==> src/rtl/alu_pkg.sv <==
// rtl/alu_pkg.sv - opcode constants and MDU state type shared by the ALU/MDU slice
package alu_pkg;

    localparam logic [2:0] ALU_ADD  = 3'b000;
    localparam logic [2:0] ALU_SUB  = 3'b001;
    localparam logic [2:0] ALU_AND  = 3'b010;
    localparam logic [2:0] ALU_OR   = 3'b011;
    localparam logic [2:0] ALU_XOR  = 3'b100;
    localparam logic [2:0] ALU_NOR  = 3'b101;
    localparam logic [2:0] ALU_SLTU = 3'b110;
    localparam logic [2:0] ALU_SLT  = 3'b111;

    localparam logic [1:0] MD_MULTU = 2'b00;
    localparam logic [1:0] MD_MULT  = 2'b01;
    localparam logic [1:0] MD_DIVU  = 2'b10;
    localparam logic [1:0] MD_DIV   = 2'b11;

    typedef enum logic [1:0] {
        MD_IDLE = 2'd0,
        MD_RUN  = 2'd1,
        MD_FIX  = 2'd2
    } md_state_t;

endpackage

==> src/rtl/mdu_core.sv <==
// rtl/mdu_core.sv - iterative radix-2 multiply/divide unit with HI/LO result registers
module mdu_core
    import alu_pkg::*;
#(
    parameter int WIDTH = 32
) (
    input  logic             clk,
    input  logic             rst_n,
    input  logic [WIDTH-1:0] a,
    input  logic [WIDTH-1:0] b,
    input  logic             md_start,
    input  logic [1:0]       md_op,
    input  logic             hi_we,
    input  logic             lo_we,
    output logic             busy,
    output logic             done,
    output logic [WIDTH-1:0] hi,
    output logic [WIDTH-1:0] lo
);

    localparam int CW = $clog2(WIDTH) + 1;
    localparam logic [CW-1:0] LAST_STEP = CW'(WIDTH - 1);

    md_state_t        state;
    logic [CW-1:0]    cnt;
    logic [WIDTH-1:0] acc;
    logic [WIDTH-1:0] qr;
    logic [WIDTH-1:0] opnd;
    logic             is_div;
    logic             neg_q;
    logic             neg_r;

    logic             op_div;
    logic             op_signed;
    logic             a_neg;
    logic             b_neg;
    logic [WIDTH-1:0] a_mag;
    logic [WIDTH-1:0] b_mag;

    assign op_div    = (md_op == MD_DIVU) || (md_op == MD_DIV);
    assign op_signed = (md_op == MD_MULT) || (md_op == MD_DIV);
    assign a_neg     = op_signed & a[WIDTH-1];
    assign b_neg     = op_signed & b[WIDTH-1];
    assign a_mag     = a_neg ? -a : a;
    assign b_mag     = b_neg ? -b : b;

    // Multiply keeps the product in {acc, qr} with the multiplier shifting out of qr;
    // divide keeps the partial remainder in acc and shifts quotient bits into qr.
    logic [WIDTH:0]     add_sum;
    logic [WIDTH:0]     shifted;
    logic [WIDTH-1:0]   div_diff;
    logic               div_ge;
    logic [WIDTH-1:0]   acc_n;
    logic [WIDTH-1:0]   qr_n;
    logic [2*WIDTH-1:0] prod;
    logic [2*WIDTH-1:0] prod_fix;

    assign add_sum  = {1'b0, acc} + {1'b0, opnd};
    assign shifted  = {acc, qr[WIDTH-1]};
    assign div_ge   = shifted >= {1'b0, opnd};
    assign div_diff = shifted[WIDTH-1:0] - opnd;
    assign prod     = {acc, qr};
    assign prod_fix = neg_q ? -prod : prod;

    always_comb begin
        acc_n = acc;
        qr_n  = qr;
        if (is_div) begin
            acc_n = div_ge ? div_diff : shifted[WIDTH-1:0];
            qr_n  = {qr[WIDTH-2:0], div_ge};
        end else if (qr[0]) begin
            acc_n = add_sum[WIDTH:1];
            qr_n  = {add_sum[0], qr[WIDTH-1:1]};
        end else begin
            acc_n = {1'b0, acc[WIDTH-1:1]};
            qr_n  = {acc[0], qr[WIDTH-1:1]};
        end
    end

    assign busy = (state != MD_IDLE);

    always_ff @(posedge clk) begin
        if (!rst_n) begin
            state  <= MD_IDLE;
            cnt    <= '0;
            acc    <= '0;
            qr     <= '0;
            opnd   <= '0;
            is_div <= 1'b0;
            neg_q  <= 1'b0;
            neg_r  <= 1'b0;
            done   <= 1'b0;
            hi     <= '0;
            lo     <= '0;
        end else begin
            done <= 1'b0;
            case (state)
                MD_IDLE: begin
                    if (hi_we) hi <= a;
                    if (lo_we) lo <= a;
                    if (md_start) begin
                        is_div <= op_div;
                        cnt    <= '0;
                        if (op_div && (b == '0)) begin
                            // Divide by zero: FIX passes these through untouched.
                            acc   <= a;
                            qr    <= '1;
                            neg_q <= 1'b0;
                            neg_r <= 1'b0;
                            state <= MD_FIX;
                        end else begin
                            acc   <= '0;
                            qr    <= op_div ? a_mag : b_mag;
                            opnd  <= op_div ? b_mag : a_mag;
                            neg_q <= a_neg ^ b_neg;
                            neg_r <= a_neg;
                            state <= MD_RUN;
                        end
                    end
                end
                MD_RUN: begin
                    acc <= acc_n;
                    qr  <= qr_n;
                    cnt <= cnt + CW'(1);
                    if (cnt == LAST_STEP) state <= MD_FIX;
                end
                MD_FIX: begin
                    if (is_div) begin
                        hi <= neg_r ? -acc : acc;
                        lo <= neg_q ? -qr : qr;
                    end else begin
                        hi <= prod_fix[2*WIDTH-1:WIDTH];
                        lo <= prod_fix[WIDTH-1:0];
                    end
                    done  <= 1'b1;
                    state <= MD_IDLE;
                end
                default: state <= MD_IDLE;
            endcase
        end
    end

endmodule

==> src/rtl/alu_mdu.sv <==
// rtl/alu_mdu.sv - execute-stage combinational ALU with an iterative multiply/divide unit
module alu_mdu
    import alu_pkg::*;
#(
    parameter int WIDTH = 32
) (
    input  logic             clk,
    input  logic             rst_n,
    input  logic [WIDTH-1:0] a,
    input  logic [WIDTH-1:0] b,
    input  logic [2:0]       alu_control,
    output logic [WIDTH-1:0] result,
    output logic             zero,
    output logic             overflow,
    input  logic             md_start,
    input  logic [1:0]       md_op,
    input  logic             hi_we,
    input  logic             lo_we,
    output logic             busy,
    output logic             done,
    output logic [WIDTH-1:0] hi,
    output logic [WIDTH-1:0] lo
);

    localparam logic [WIDTH-1:0] ONE = WIDTH'(1);

    logic [WIDTH-1:0] sum;
    logic [WIDTH-1:0] diff;
    logic             add_ovf;
    logic             sub_ovf;
    logic             lt_u;
    logic             lt_s;

    assign sum     = a + b;
    assign diff    = a + ~b + ONE;
    assign add_ovf = (a[WIDTH-1] == b[WIDTH-1]) && (sum[WIDTH-1] != a[WIDTH-1]);
    assign sub_ovf = (a[WIDTH-1] != b[WIDTH-1]) && (diff[WIDTH-1] != a[WIDTH-1]);
    assign lt_u    = a < b;
    assign lt_s    = $signed(a) < $signed(b);

    always_comb begin
        result   = '0;
        overflow = 1'b0;
        case (alu_control)
            ALU_ADD: begin
                result   = sum;
                overflow = add_ovf;
            end
            ALU_SUB: begin
                result   = diff;
                overflow = sub_ovf;
            end
            ALU_AND:  result = a & b;
            ALU_OR:   result = a | b;
            ALU_XOR:  result = a ^ b;
            ALU_NOR:  result = ~(a | b);
            ALU_SLTU: result = {{(WIDTH-1){1'b0}}, lt_u};
            ALU_SLT:  result = {{(WIDTH-1){1'b0}}, lt_s};
            default:  result = '0;
        endcase
    end

    assign zero = (result == '0);

    mdu_core #(
        .WIDTH(WIDTH)
    ) u_mdu (
        .clk      (clk),
        .rst_n    (rst_n),
        .a        (a),
        .b        (b),
        .md_start (md_start),
        .md_op    (md_op),
        .hi_we    (hi_we),
        .lo_we    (lo_we),
        .busy     (busy),
        .done     (done),
        .hi       (hi),
        .lo       (lo)
    );

endmodule

==> config.mk <==
export PLATFORM = sky130hd
export DESIGN_NAME = alu_mdu
export DESIGN_NICKNAME = d
export VERILOG_FILES = /design/src/rtl/alu_pkg.sv /design/src/rtl/mdu_core.sv /design/src/rtl/alu_mdu.sv
export SDC_FILE = /design/constraint.sdc
export NUM_CORES = 1
export LEC_CHECK = 0
export BUFFER_PORTS_ARGS = -buffer_cell sky130_fd_sc_hd__clkbuf_2
export CAP_MARGIN = 20
export CELL_PAD_IN_SITES_DETAIL_PLACEMENT = 1
export CELL_PAD_IN_SITES_GLOBAL_PLACEMENT = 2
export CORE_MARGIN = 8
export CORE_UTILIZATION = 38
export DETAILED_ROUTE_END_ITERATION = 7
export PLACE_DENSITY_LB_ADDON = 0.1
export RECOVER_POWER = 25
export SLEW_MARGIN = 25
export SYNTH_ARGS = -nofsm -noshare
export SYNTH_HDL_FRONTEND = slang
export SYNTH_SLANG_ARGS = --single-unit
==> constraint.sdc <==
create_clock -name clk -period 22.3 [get_ports clk]
set_clock_uncertainty 0.2 [all_clocks]
set_input_delay 6.69 -clock clk [delete_from_list [all_inputs] [get_ports clk]]
set_output_delay 6.69 -clock clk [all_outputs]
set_load 0.01 [all_outputs]
Yosys cells after proc, flatten, opt, wreduce, memory -nomap -nowiden
Index checks and enable logic that the tools add are counted.

word-level totals
  word-level logic and storage cells = 108
  input port bits = 74
  flip-flop bits (word level) = 172
  output and inout port bits = 100

operators by class
  muxes and demuxes = 35
  order comparisons = 3
  reduce and logical (&&, ||, !) cells = 18
  bitwise operators = 9
  add/sub/neg operators = 11
  eq/ne operators = 21

operator list
  kind                   number
  $mux 32                19
  $pmux 32 s2            4
  $pmux 32 s8            1
  $neg 32->32            4
  $add 32x32->32         2
  $logic_not 32->1       2
  $lt 32x32->1           2
  $mux 64                1
  $neg 64->64            1
  $not 32->32            2
  $add 32x32->33         1
  $ge 33x32->1           1
  $add 32x1->32 const B  1
  $and 32x32->32         1
  $or 32x32->32          1
  $sub 32x32->32         1
  $xor 32x32->32         1
  $eq 3x3->1 const B     4
  $pmux 6 s2             1
  $reduce_and 2->1       5
  $add 6x1->6 const B    1
  $eq 2x2->1 const B     3
  $eq 3x2->1 const B     2
  $eq 6x5->1 const B     1
  20 further kinds       35

Depth between registers and ports, before layout
Gate-level depths: netlist (run 1).

  word-level depth = 8
  depth in mapped cells = 16
  gate-level depth less buffers = 15

Hierarchy
Synthesis (run 1) repeated with hierarchy kept, for this count alone.

unflattened totals
  cell total of the unflattened synthesis = 3,019
  area, all modules = 21,354.2 µm²

by module, submodules not included
  module    instances  area an instance (µm²)  cells each  seq. area each (µm²)
  mdu_core  1          15,361.0                2,102       3,443.3
  alu_mdu   1          5,993.2                 917         0.0

Worst setup path before layout (run 1)
No wires, ideal clock.

  path kind = input-to-output
  start = input port a[1]
  end = output port zero
  buffers on the path = 1
  arrival = 10.094 ns
  stages on the path = 14
  path slack = 5.316 ns
  required time = 15.410 ns
  path through = clkbuf_1 inv_1 fa_1 nand2b_1 a2111oi_0 o31ai_1 a211oi_1 nor4_1 nor4_1 a211oi_2 xnor2_1 a211o_1 or4_1 nor2_1

between the ends
  word-level cells in the longest chain between the ends = 4
  elaborated cells between the ends (all ways) = 11
  classes of those cells = 3 x add/sub; 2 x order compare; 1 x mux; 4 x bitwise; 1 x reduce/logical

ends and longest elaborated chain
  what                                             RTL line                                     source
  start, declared                                  alu_mdu.sv:9                                 input logic [WIDTH-1:0] a,
  $add 32x32->32 or $or 32x32->32 (tied branches)  alu_mdu.sv:35, alu_mdu.sv:54, alu_mdu.sv:56
  $add 32x1->32 or $not 32->32 (tied branches)     alu_mdu.sv:35, alu_mdu.sv:56
  $pmux 32 s8 *                                    alu_mdu.sv:44                                case (alu_control)
  $logic_not 32->1 *                               alu_mdu.sv:63                                assign zero = (result == '0);
  end, declared                                    alu_mdu.sv:13                                output logic zero,

Every way passes the cells marked *; elsewhere a longest branch is shown, timed or not.

Worst setup path after layout (run 1)
  start = input port a[0]
  end = output port zero

Same word-level chain as after synthesis.

==> results of run 1 <==
[power by group through the flow]
stage | Sequential, mW | Combinational [mW] | Clock (mW)
5_1_grt | 0.381 | 0.700 | 0.315
2_1_floorplan | 0.364 | 0.429 | 0
4_1_cts | 0.376 | 0.640 | 0.306
3_5_place_dp | 0.384 | 0.637 | 0
3_3_place_gp | 0.382 | 0.626 | 0
6_report | 0.379 | 0.649 | 0.302
[final cells by class]
cell class / instances / area [um^2]
clock buffer: 21 / 462
fill: 6990 / 32100
sequential: 172 / 3450
multi-input combinational: 2432 / 16200
inverter: 154 / 578
clock inverter: 11 / 95.1
tap: 748 / 936
timing repair buffer: 215 / 1150
[cell families (layout without fill, tap and decap cells)]
kind of cell | count (synthesis) | in the layout
DFF | 172 | 172
buffers and inverters | 365 | 401
AOI/OAI and AO/OA | 1066 | 1066
muxes | 89 | 89
xor gates and xnor gates | 186 | 186
and+or+nand+nor | 922 | 922
adders and majority gates | 169 | 169
[per-layer routing]
metal | track usage (%) | vias to the layer above
li1 | - | 10863
met1 | 43.8 | 11868
met2 | 51.0 | 920
met3 | 4.19 | 150
met4 | 9.91 | 0
met5 | 0 | -
[flip-flops by register name, summed over array words and instances (netlist names)]
name,count
u_mdu.acc,32
u_mdu.cnt,6
u_mdu.done,1
u_mdu.hi,32
u_mdu.is_div,1
u_mdu.lo,32
u_mdu.neg_q,1
u_mdu.neg_r,1
u_mdu.opnd,32
u_mdu.qr,32
u_mdu.state,2
[per-stage QoR]
step	cell area, um^2	hold WS, ps
floorplan	21100	258
global placement	22400	274
detailed placement	22400	279
CTS	23000	290
global route	22900	308
finish	22900	283
[cells in the mapped netlist (all sizes together) (10+ instances only)]
cell / number / area (um^2)
nand2: 268 / 1010
nor3b: 13 / 103
o41ai: 17 / 156
nor4: 30 / 230
mux2i: 71 / 711
ha: 165 / 2060
buf: 38 / 189
mux2: 18 / 203
o21ai: 228 / 1140
or2: 17 / 106
a211oi: 70 / 536
nand4: 22 / 138
xor2: 61 / 534
a21oi: 274 / 1380
xnor2: 125 / 1090
o211ai: 65 / 488
o21a: 22 / 165
inv: 153 / 574
a221oi: 16 / 140
a31oi: 63 / 409
nand3b: 13 / 97.6
nor2: 227 / 852
or3: 19 / 119
nor3: 61 / 310
o22ai: 20 / 125
or4: 17 / 139
and2: 28 / 175
nor2b: 91 / 569
and3: 14 / 87.6
o311ai: 11 / 96.3
dfxtp: 172 / 3440
o31a: 10 / 87.6
o21bai: 18 / 135
a21boi: 42 / 315
clkbuf: 173 / 649
o221ai: 29 / 254
a21o: 48 / 360
nand3: 60 / 313
o31ai: 39 / 312
nand2b: 28 / 175
[critical path, delay by kind of cell]
family	cells	cell delay [ps]
fa+ha+maj	2	660
compound gates	5	1970
buf+inv	3	480
xor+xnor	1	170
simple gates	5	1290
[final timing paths]
check           startpoint      endpoint  slack [ps]
max reg2reg  u_mdu.opnd[1]  u_mdu.acc[4]       17330
min reg2reg   u_mdu.hi[16]  u_mdu.hi[16]         280
min           u_mdu.hi[16]  u_mdu.hi[16]         280
max                   a[0]          zero        4110
==> impl_summary.md, run 1 <==
Detailed routing
After detailed routing, the met3 layer carries 6.98 mm of wire. The routed design uses 46.8 mm of met2 wire. The via count is 23801. The uppermost layer routed is met4. The final wirelength is 104 mm.

In the final routed layout, each cell accounts on average for 27.8 um. The first-pass iteration count of the detailed router is 8. The DRC violation total after the first TritonRoute iteration is about 2100. The sum of routed wire segments on met1 is ~47 mm.

The detailed-route DRC error count is 0. After detailed routing, the number of vias per cell comes to 6.34. The antenna violation net count after detailed routing is 0.

Global routing
The first-pass GRT wire length is about 150 mm. The largest net degree at the start of global routing is 98. Global routing consumed, over all layers together, 31.8% of the routing resources. The number of global-route vias before repair is 23410. The total global routing overflow is 0.

The initial antenna violation count is 4.

CTS
Buffers inserted to repair hold after CTS numbered 0. Counting the buffers created by CTS gives 17. The count of H-tree levels built during CTS is 4. The later pin in the worst-skew pair is clocked with a latency of around 470 ps.

The clock drives 172 sinks. The number of buffers inserted by post-CTS setup repair is 0. The clock-pin transition on the worst setup and hold timing paths is 70 ps. The tree is rooted in a clkbuf_16. The longest clock path from root to sink contains 2 buffers. The number of gates resized after CTS was 0. TritonCTS built the clock tree.

Final layout
Of the cells placed in the final design, the portion with a size suffix greater than 1 is 9.95%. The count of inserted antenna diode cells is 0. The count of nets after finishing is 3235.

The most common cell after layout, fill and taps aside is a21oi_1. The number of standard cells in the layout, taps in and fillers out is between 3000 and 4000. Cells fill 41.7% of the core in the end.

In the layout the commonest cells are a21oi_1 (272), nand2_1 (268), o21ai_0 (225), nor2_1 (223), dfxtp_1 (170). The area growth from synthesis to layout is 8.87%.

Placed design
Including well taps, the total number of placed cells is 3721. The HPWL after detailed placement is 80.8 mm. The minimum setup slack after placement is 4220 ps. Port buffering added ~170 buffers.

The congestion estimate from routability-driven global placement came to between 0.9 and 1.

Power and ir drop
The internal power of the cells totals 716 uW. The combinational share of power is 48.8%. The total power is around 1.3 mW.

The worst-case IR drop observed on VDD is between 70 and 80 uV. Registers are responsible for 28.5% of the overall power. In this run switching power makes up 46.2% of total power. The switching power of the nets is 614 uW. The power density normalized to cell area is 58.0 mW/mm^2. The share of power burned in the clock network is 22.7%.

The static leakage power is 9.17 nW.

Synthesis
The multiplexer fraction of the synthesized cell area is 4.34%. Summing the areas of all xor and xnor instances in the mapped netlist gives under 10% of the synthesized area. Synthesis produced a netlist with a net count of roughly 3200.

The area share of and/or/nand/nor cells after synthesis is 21.6%. The most common flop cell mapped by yosys is dfxtp_1. The share of the yosys chip area belonging to registers is 16.4%. The synthesized netlist devotes 10.2% of its cell area to adder and majority cells. The synthesized flop and latch total is 172. Synthesis produced 2969 cells. The number of enable flip-flop cells after synthesis is 0. A synthesized cell averages 7.09 um^2. The number of warnings printed during yosys synthesis is 0. The share of synthesized flip-flops with an asynchronous set or reset is 0%. Synthesis instantiated 95 different standard cells from the library. The compound-cell area share of the yosys netlist is between 30 and 40%. After synthesis, the largest family of logic cells by area is compound AO/OA/AOI/OAI gates.

After synthesis the cells add up to 0.0211 mm^2.

Timing
The final number of hold-violating endpoints is 0. The share of the clock period used by the worst path is 81.6%. For the pin with the worst max-slew slack, the measured transition is 3940 ps. Across all setup checks in the final design, the least slack found is 4110 ps.

The count of final setup violators is 0. The smallest clock period supported by the final layout is computed as 18190 ps. Setup repair after global routing left no endpoint under its margin. The sum of negative setup slack is 0 ps. The highest achievable clock rate is 0.0550 GHz.

Measured against its own limit, the worst slew margin works out to -163%. The max-slew violation count is 98.

Setup path
The worst setup path is launched from a primary input. STA classifies the critical path endpoint as an output pin. By startpoint and endpoint, the worst setup path is classified as in2out. Along the worst path, the maximum fanout reaches 9. For the worst flop-to-flop path, the logic depth is 15. On the worst path, the slowest cell contributes a delay of 720 ps. Among all stages on the critical path, the largest delay is contributed by a2111oi_0. The worst endpoint data arrival time is 11300 ps. STA puts the critical path data required time at 15410 ps. Walking the worst path, the cells encountered are clkbuf_2 -> ha_1 -> inv_1 -> fa_1 -> nand2b_1 -> a2111oi_0 -> o31ai_1 -> a211oi_1 -> nor4_1 -> nor4_1 -> a211oi_2 -> xnor2_1 -> a211o_1 -> or4_1 -> nor2_1 -> clkbuf_2.

Flow run
The tool flagged a number of max-cap violations equal to 1.

Min path
The path class of the tightest hold or removal check is reg2reg. The worst hold path was traced through 2 stages.

Die
The chip width is approximately 250 um. The initial core utilization is 38.3%. The initialized floorplan defines 86 standard-cell rows. The die outline height is about 250 um. The floorplan step defined a die boundary enclosing 0.0632 mm^2.

After floorplanning, the core was sized to cover around 0.055 mm^2. For this design the top-level I/O count stands at 174.

Outcome
The checks that failed: capacitance limit, slew limit. The flow ran to the end, but the final reports show violations.
Power figures use the tool's default switching activity.
==> run 2, diff against run 1 <==
--- a/config.mk
+++ b/config.mk
@@ -10,7 +10,7 @@
 export CELL_PAD_IN_SITES_DETAIL_PLACEMENT = 1
 export CELL_PAD_IN_SITES_GLOBAL_PLACEMENT = 2
 export CORE_MARGIN = 8
-export CORE_UTILIZATION = 38
+export CORE_UTILIZATION = 36
 export DETAILED_ROUTE_END_ITERATION = 7
 export PLACE_DENSITY_LB_ADDON = 0.1
 export RECOVER_POWER = 25
==> constraint.sdc (replaced) <==
create_clock -name clk -period 18.4 [get_ports clk]
set_clock_uncertainty 0.2 [all_clocks]
set_input_delay 5.52 -clock clk [delete_from_list [all_inputs] [get_ports clk]]
set_output_delay 5.52 -clock clk [all_outputs]
set_load 0.01 [all_outputs]
==> run 2 against run 1 <==
  * The run still ends with capacitance limit, slew limit left
  * Flip-flop and latch count stayed put
  * Via count barely moved
  * Power increased by 24%
  * Combinational power up 21%
  * Die area grew 5.2%
  * Non-clock buffer count did not move
  * First-iteration DRC count down 4.3%
  * Clock-buffer cell count down 1
  * Sequential power grew 21%
  * Clock power is 35% higher
  * Largest cell class unchanged
  * Cell count grew 0.45%
==> impl_summary.md, run 2 (synthesized netlist as in run 1, its figures left out) <==
Global routing
The number of global-route vias before repair was 23417 (was 23410). The largest net degree at the start of global routing was 106 (was 98). The overall routing resource usage came to 30.0% (was 31.8%). The first-pass GRT wire length was 154 mm (about the same).

The initial antenna violation count is 6 (was 4). The total global routing overflow is 0 (unchanged).

Outcome
Violations in the final reports: capacitance limit, slew limit (unchanged). Outcome: finished with violations (unchanged).

Setup path
The startpoint kind of the worst setup timing path is a primary input (unchanged). The class of the most critical setup path is in2out (unchanged). The register-to-register path setup slack is 13480 ps (was 17330 ps).

The element type at the critical path end is an output pin (unchanged). The path depth of the worst reg2reg path came to 13 (was 15). The first element of the critical path is a[0] (unchanged). The worst endpoint data arrival time is 10280 ps (was 11300 ps). The startpoint of the most critical register-to-register path is u_mdu.acc[8] (was u_mdu.opnd[1]).

The required arrival time at the worst endpoint was 12680 ps (was 15410 ps). The maximum net fanout on the critical path was 9 (unchanged). The capture point of the worst path is zero (unchanged). The end of the worst register-to-register path is u_mdu.acc[4] (unchanged).

Timing
RSZ-0062 raised after global routing: false (unchanged). The final critical path takes up 87.0% of the cycle. The count of final setup violators is 0 (unchanged). The clock period minus final worst setup slack is 16000 ps. The headroom to the max-slew limit is -183% (was -163%). Based on the critical path, the design can be clocked at up to 0.0625 GHz.

The sum of negative setup slack is 0 ps (unchanged). The worst-margin pin slew is 4240 ps (was 3940 ps). The final number of hold-violating endpoints is 0 (unchanged). The final worst hold slack is 290 ps (was 283 ps). The post-layout worst setup margin is 2400 ps (was 4110 ps). The max-slew violation count is 106 (was 98).

CTS
The number of buffers on the longest clock path came to 2 (unchanged). The hold buffer count at cts is 0 (unchanged). The quantity of gates resized following cts is 0 (unchanged). The clock-pin transition on the worst setup and hold timing paths is 80 ps (was 70 ps). The clock latency at the later pin of the worst-skew pair is 460 ps (was 470 ps).

The clock tree from TritonCTS is built (unchanged). The buffer cell driving the clock tree root is clkbuf_16 (unchanged). The count of H-tree levels built during CTS is 4 (unchanged). The TritonCTS buffer count is 17 (unchanged). The number of buffers inserted by post-CTS setup repair is 0 (unchanged). The CTS sink count is 172 (unchanged).

Die
The chip width is 258 um (was 251 um). The number of placed I/O pins is 174 (unchanged). The initial core utilization was 36.4% (was 38.3%). The total number of placement rows is 88 (was 86). The floorplan core area is 0.0578 mm^2 (was 0.0550 mm^2). The die outline height is 258 um (was 251 um).

The floorplan die area came to 0.0665 mm^2 (was 0.0632 mm^2).

Final layout
Most frequent cells in the layout: a21oi_1 (272), nand2_1 (268), o21ai_0 (225), nor2_1 (223), dfxtp_1 (170) (unchanged). The count of nets after finishing came to 3235 (unchanged). The area added between synthesis and finish is 9.44% (was 8.87%).

The ratio of cells with drive above 1 in the final layout is 10.1% (was 9.95%). The count of inserted antenna diode cells is 0 (unchanged). The count of filler cells inserted in the layout was 7320 (was 6990). The most common cell after layout, fill and taps aside is a21oi_1 (unchanged).

Min path
The class of the tightest hold or removal check is reg2reg (unchanged). The hold-critical path depth is 2 (unchanged).

Detailed routing
The DRC violation total after the first TritonRoute iteration is 1999 (was 2089). The post-detailed-route via-to-cell ratio is 6.31 (was 6.34). The antenna violation net count after detailed routing is 0 (unchanged). The average wire length per cell after detail routing is 27.8 um (about the same). The final wirelength is 105 mm (was 104 mm). The detailed-route DRC error count was 0 (unchanged). The first-pass iteration count of the detailed router is 5 (was 8). The via count is 23807 (was 23801).

Placed design
The HPWL after detailed placement is 81.0 mm (was 80.8 mm). The routability congestion estimate was 0.951 (was 0.966). The minimum setup slack after placement is 2520 ps (was 4220 ps).

The quantity of I/O buffers inserted on ports is 173 (unchanged).

Power and ir drop
The total power came to 1.65 mW (was 1.33 mW). The static leakage power is 9.23 nW (was 9.17 nW). The peak ir drop on the vdd network is 82.5 uV (was 71.2 uV). The power density normalized to cell area was 71.7 mW/mm^2 (was 58.0 mW/mm^2).

Flow run
The max-cap violation count came to 1 (unchanged).
## run 2: changes by cell type in the layout (fill, tap and decap cells not counted), sizes merged
| cell | previous run | this run |
|---|---|---|
| bufinv | 0 | 2 |
| clkbuf | 193 | 192 |
| clkinv | 3 | 4 |
| clkinvlp | 2 | 1 |
| inv | 160 | 159 |
## run 2: how the worst min path moves through the flow
stage | startpoint | end | slack (ps)
floorplan | u_mdu.opnd[10] | u_mdu.opnd[10] | 260
global placement | u_mdu.hi[25] | u_mdu.hi[25] | 270
detailed placement | u_mdu.hi[25] | u_mdu.hi[25] | 290
CTS | u_mdu.hi[25] | u_mdu.hi[25] | 300
global route | u_mdu.hi[18] | u_mdu.hi[18] | 320
finish | u_mdu.hi[25] | u_mdu.hi[25] | 290
## run 2: power by group
| group | switching, mW | internal (mW) | total [mW] |
|---|---|---|---|
| logic | 0.503 | 0.279 | 0.783 |
| clock network | 0.186 | 0.223 | 0.409 |
| registers | 0.0567 | 0.403 | 0.460 |
## run 2: layout make-up
cell class | count | area [um^2] | share of cell area, %
multi-input cells | 2432 | 16200 | 70.5
inverters | 154 | 578 | 2.51
repair buffers | 215 | 1160 | 5.03
clock inverters | 12 | 171 | 0.744
well taps | 765 | 957 | 4.15
clock buffers | 20 | 478 | 2.07
flip-flops and latches | 172 | 3450 | 15.0
## run 2: routing by layer
metal	global-route usage, %	up-vias	share of wire [%]
met2	47.7	837	45
met3	4.58	152	6.3
met1	41.0	11952	45
li1	-	10866	-
met5	0	-	0
met4	10.4	0	3.6
## run 2: worst max-delay path, cell delays in order
cell	delay, ps
clkbuf_2	280
ha_1	290
inv_1	70
fa_1	370
nand2b_1	240
a2111oi_0	820
o31ai_1	410
a211oi_1	510
nor4_1	100
nor4_1	320
a211oi_2	70
xnor2_1	150
a211o_1	300
or4_1	530
nor2_1	120
clkbuf_2	140
## run 2: stage by stage
| step | utilization (%) | std cells | cell area [um^2] |
|---|---|---|---|
| 4_1_cts | 39.9 | 3770 | 23100 |
| 3_5_place_dp | 38.8 | 3738 | 22400 |
| 3_3_place_gp | 38.8 | 3738 | 22400 |
| 2_1_floorplan | - | 2969 | 21100 |
| 5_1_grt | 39.9 | 3770 | 23000 |
| 6_report | 39.9 | 3770 | 23000 |
==> run 3, diff against run 2 <==
--- a/config.mk
+++ b/config.mk
@@ -5,13 +5,14 @@
 export SDC_FILE = /design/constraint.sdc
 export NUM_CORES = 1
 export LEC_CHECK = 0
-export BUFFER_PORTS_ARGS = -buffer_cell sky130_fd_sc_hd__clkbuf_2
+export ABC_AREA = 1
 export CAP_MARGIN = 20
 export CELL_PAD_IN_SITES_DETAIL_PLACEMENT = 1
 export CELL_PAD_IN_SITES_GLOBAL_PLACEMENT = 2
 export CORE_MARGIN = 8
-export CORE_UTILIZATION = 36
+export CORE_UTILIZATION = 34
 export DETAILED_ROUTE_END_ITERATION = 7
+export DONT_BUFFER_PORTS = 1
 export PLACE_DENSITY_LB_ADDON = 0.1
 export RECOVER_POWER = 25
 export SLEW_MARGIN = 25
==> run 3 against run 2 <==
  * The run still ends with capacitance limit, slew limit left
  * Synthesized cell count rose by 44%
  * Power increased by 12%
  * First-iteration DRC count is 40% higher
  * Combinational power is 23% higher
  * Critical path depth is the same
  * Clock-buffer cell count down 2
  * Cell count rose by 36%
  * Sequential power increased by 6.1%
  * Fmax is 12% higher
  * Wire length rose by 31%
  * Critical path type unchanged
  * Largest cell class unchanged
==> impl_summary.md, run 3 <==
Flow run
The max-cap violation count is 4 (was 1).

Detailed routing
The via count is 29432 (was 23807). The DRC violation total after the first TritonRoute iteration was 2797 (was 1999). The average wire length per cell after detail routing is 26.8 um (was 27.8 um). The first-pass iteration count of the detailed router is 5 (unchanged). The detailed-route DRC error count came to 0 (unchanged). The antenna violation net count after detailed routing is 0 (unchanged). The post-detailed-route via-to-cell ratio came to 5.75 (was 6.31). The final wirelength is 137 mm (was 105 mm).

Timing
The final worst hold slack is 293 ps (was 290 ps). The share of the clock period used by the worst path was 77.4% (was 87.0%). The max-slew violation count is 161 (was 106). The headroom to the max-slew limit is -76.0% (was -183%).

RSZ-0062 raised after global routing: false (unchanged). The count of final setup violators was 0 (unchanged). The clock period minus final worst setup slack is 14250 ps (was 16000 ps).

The worst-margin pin slew was 2640 ps (was 4240 ps). The final number of hold-violating endpoints is 0 (unchanged). The sum of negative setup slack came to 0 ps (unchanged). The highest achievable clock rate is 0.0702 GHz (was 0.0625 GHz).

Synthesis
The compound-cell area share of the yosys netlist came to 21.8% (was 33.1%). Largest cells by area after synthesis: nand2_1 (17%), dfxtp_1 (14%), nand3_1 (9.0%) (was dfxtp_1 (16%), ha_1 (9.8%), a21oi_1 (6.5%)). The xor-xnor portion of the synthesized cell area is 3.80% (was 7.74%). The area share of and/or/nand/nor cells after synthesis was 38.5% (was 21.6%). The post-synth net total is 4529 (was 3212). The area fraction of the dominant cell type after synthesis was 17.5% (was 16.4%).

List of most frequent post-synthesis cells: nand2_1 (1117), inv_1 (541), nand3_1 (432), nor2_1 (410), a21oi_1 (360) (was a21oi_1 (272), nand2_1 (268), nor2_1 (227), o21ai_0 (226), clkbuf_1 (173)). The cell taking the most area after synthesis is nand2_1 (was dfxtp_1). The distinct cell type count of the synthesized netlist is 60 (was 95). The most common flop cell mapped by yosys is dfxtp_1 (unchanged).

The adder and majority gate portion of the synthesized area is 8.94% (was 10.2%). The average size of a mapped cell is 5.59 um^2 (was 7.09 um^2). The share of synthesized flip-flops with an asynchronous set or reset is 0% (unchanged).

The dominant combinational cell family by area after synthesis is simple AND/OR/NAND/NOR gates (was compound AO/OA/AOI/OAI gates). The number of enable flip-flop cells after synthesis is 0 (unchanged). The share of the yosys chip area belonging to registers came to 14.4% (was 16.4%). The mapped cell area was 0.0240 mm^2 (was 0.0211 mm^2). The multiplexer fraction of the synthesized cell area is 0% (was 4.34%). The most common cell in the synthesized netlist is nand2_1 (was a21oi_1). The synthesized netlist cell count came to 4286 (was 2969). The synthesized flop and latch total came to 172 (unchanged). The number of warnings printed during yosys synthesis came to 0 (unchanged).

CTS
The clock-pin transition on the worst setup and hold timing paths is 80 ps (about the same). The count of H-tree levels built during CTS was 4 (unchanged). The number of buffers on the longest clock path is 2 (unchanged).

The hold buffer count at cts is 0 (unchanged). The clock tree from TritonCTS is built (unchanged). The quantity of gates resized following cts came to 0 (unchanged). The buffer cell driving the clock tree root is clkbuf_16 (unchanged). The number of buffers inserted by post-CTS setup repair is 0 (unchanged). The clock latency at the later pin of the worst-skew pair is 480 ps (was 460 ps). The TritonCTS buffer count is 17 (unchanged).

The CTS sink count is 172 (unchanged).

Final layout
The most common cell after layout, fill and taps aside is nand2_1 (was a21oi_1). The ratio of cells with drive above 1 in the final layout is 4.10% (was 10.1%). The final design instance area without fill is 0.0252 mm^2 (was 0.0230 mm^2). The area added between synthesis and finish is 5.16% (was 9.44%). The count of nets after finishing came to 4405 (was 3235).

The final core utilization is 36.1% (was 39.9%). Most frequent cells in the layout: nand2_1 (1117), inv_1 (539), nand3_1 (432), nor2_1 (408), a21oi_1 (360) (was a21oi_1 (272), nand2_1 (268), o21ai_0 (225), nor2_1 (223), dfxtp_1 (170)).

Die
The floorplan core area was 0.0699 mm^2 (was 0.0578 mm^2). The total number of placement rows is 97 (was 88). The chip width is 282 um (was 258 um). The initial core utilization is 34.3% (was 36.4%). The number of placed I/O pins was 174 (unchanged). The die outline height came to 282 um (was 258 um). The floorplan die area is 0.0793 mm^2 (was 0.0665 mm^2).

Global routing
The number of global-route vias before repair is 28421 (was 23417). The total global routing overflow is 0 (unchanged). The first-pass GRT wire length is 198 mm (was 154 mm). The overall routing resource usage is 33.4% (was 30.0%). The largest net degree at the start of global routing was 142 (was 106). The initial antenna violation count is 4 (was 6).

Min path
The class of the tightest hold or removal check is reg2reg (unchanged). The hold-critical path depth is 2 (unchanged).

Power and ir drop
The peak ir drop on the vdd network is 53.8 uV (was 82.5 uV). The total power came to 1.86 mW (was 1.65 mW). The power density normalized to cell area came to 73.7 mW/mm^2 (was 71.7 mW/mm^2). The static leakage power is 11.9 nW (was 9.23 nW).

Setup path
The class of the most critical setup path is in2out (unchanged). Cells traversed along the worst timing path: inv_1 -> ha_1 -> inv_1 -> a21oi_1 -> o21ai_0 -> nand2_1 -> nand2_1 -> a21oi_1 -> nand3_1 -> nand3_1 -> nand2_1 -> nand2_1 -> nand3_1 -> nor2_1 -> nand2_1 -> nor2_1 (was clkbuf_2 -> ha_1 -> inv_1 -> fa_1 -> nand2b_1 -> a2111oi_0 -> o31ai_1 -> a211oi_1 -> nor4_1 -> nor4_1 -> a211oi_2 -> xnor2_1 -> a211o_1 -> or4_1 -> nor2_1 -> clkbuf_2). In this design, the critical path's most frequently occurring cell is nand2_1. The path depth of the worst reg2reg path is 10 (was 13).

The startpoint kind of the worst setup timing path is a primary input (unchanged). The required arrival time at the worst endpoint is 12680 ps (about the same). The element type at the critical path end was an output pin (unchanged).

The highest-delay cell along the critical path is ha_1 (was a2111oi_0). The worst endpoint data arrival time came to 8530 ps (was 10280 ps). The maximum cell stage delay along the critical path is 570 ps (was 820 ps).

The maximum net fanout on the critical path is 9 (unchanged).

Placed design
The quantity of I/O buffers inserted on ports is 0 (was 173). The HPWL after detailed placement is 112 mm (was 81.0 mm). The post-detailed-placement cell area is 0.0246 mm^2 (was 0.0224 mm^2). The routability congestion estimate came to 0.984 (was 0.951).

Outcome
Outcome: finished with violations (unchanged). Violations in the final reports: capacitance limit, slew limit (unchanged).
==> run 3: changes by cell type in the layout (fill, tap and decap cells not counted), sizes merged, moves of 92 or more <==
| cell | change |
|---|---|
| a21oi | +92 |
| clkbuf | -169 |
| inv | +411 |
| nand2 | +859 |
| nand3 | +384 |
| nor2 | +200 |
| o21ai | +133 |
| xnor2 | -120 |
==> run 3: per-layer routing <==
metal	part of all wire (%)	wire length, um	global-route usage, %
met1	44	60200	44.4
met5	0.0095	13	0
met3	6.6	9000	4.68
met2	46	62600	55.2
met4	3.8	5200	11.1
==> run 3: cell type report <==
class / count / area [um^2]
repair buffers: 41 / 289
clock inverters: 14 / 176
well taps: 940 / 1180
flip-flops and latches: 172 / 3450
diodes: 1 / 2.50
clock buffers: 18 / 439
multi-input cells: 3362 / 17500
inverters: 568 / 2130
fillers: 9723 / 44700
==> run 3: worst paths after layout <==
kind	start	to	slack [ps]
hold reg to reg	u_mdu.cnt[5]	u_mdu.cnt[5]	290
setup / recovery	b[25]	zero	4150
setup reg to reg	u_mdu.state[0]	u_mdu.acc[4]	12910
hold / removal	u_mdu.cnt[5]	u_mdu.cnt[5]	290
==> run 3: power breakdown <==
part | switching, mW | internal [mW]
registers | 0.0775 | 0.411
logic | 0.704 | 0.263
clock network | 0.203 | 0.199
total | 0.984 | 0.873
==> run 3: through the flow <==
stage          instances  worst slack, ps
6_report            5116             4150
5_1_grt             5115             3920
4_1_cts             5115             4200
3_5_place_dp        5083             4210
3_3_place_gp        5083             4230
2_1_floorplan       4286             5120
==> run 3: worst max-delay path, delay by kind of cell <==
family,cells,cell delay [ps]
buffers and inverters,2,290
adders and majority gates,1,570
and+or+nand+nor,10,1220
AOI/OAI and AO/OA,3,930
==> run 3: kinds of logic after synthesis <==
group | after synthesis
AOI/OAI and AO/OA | 934
and+or+nand+nor | 2155
DFF | 172
adders and majority gates | 169
xor gates and xnor gates | 104
buffers and inverters | 752
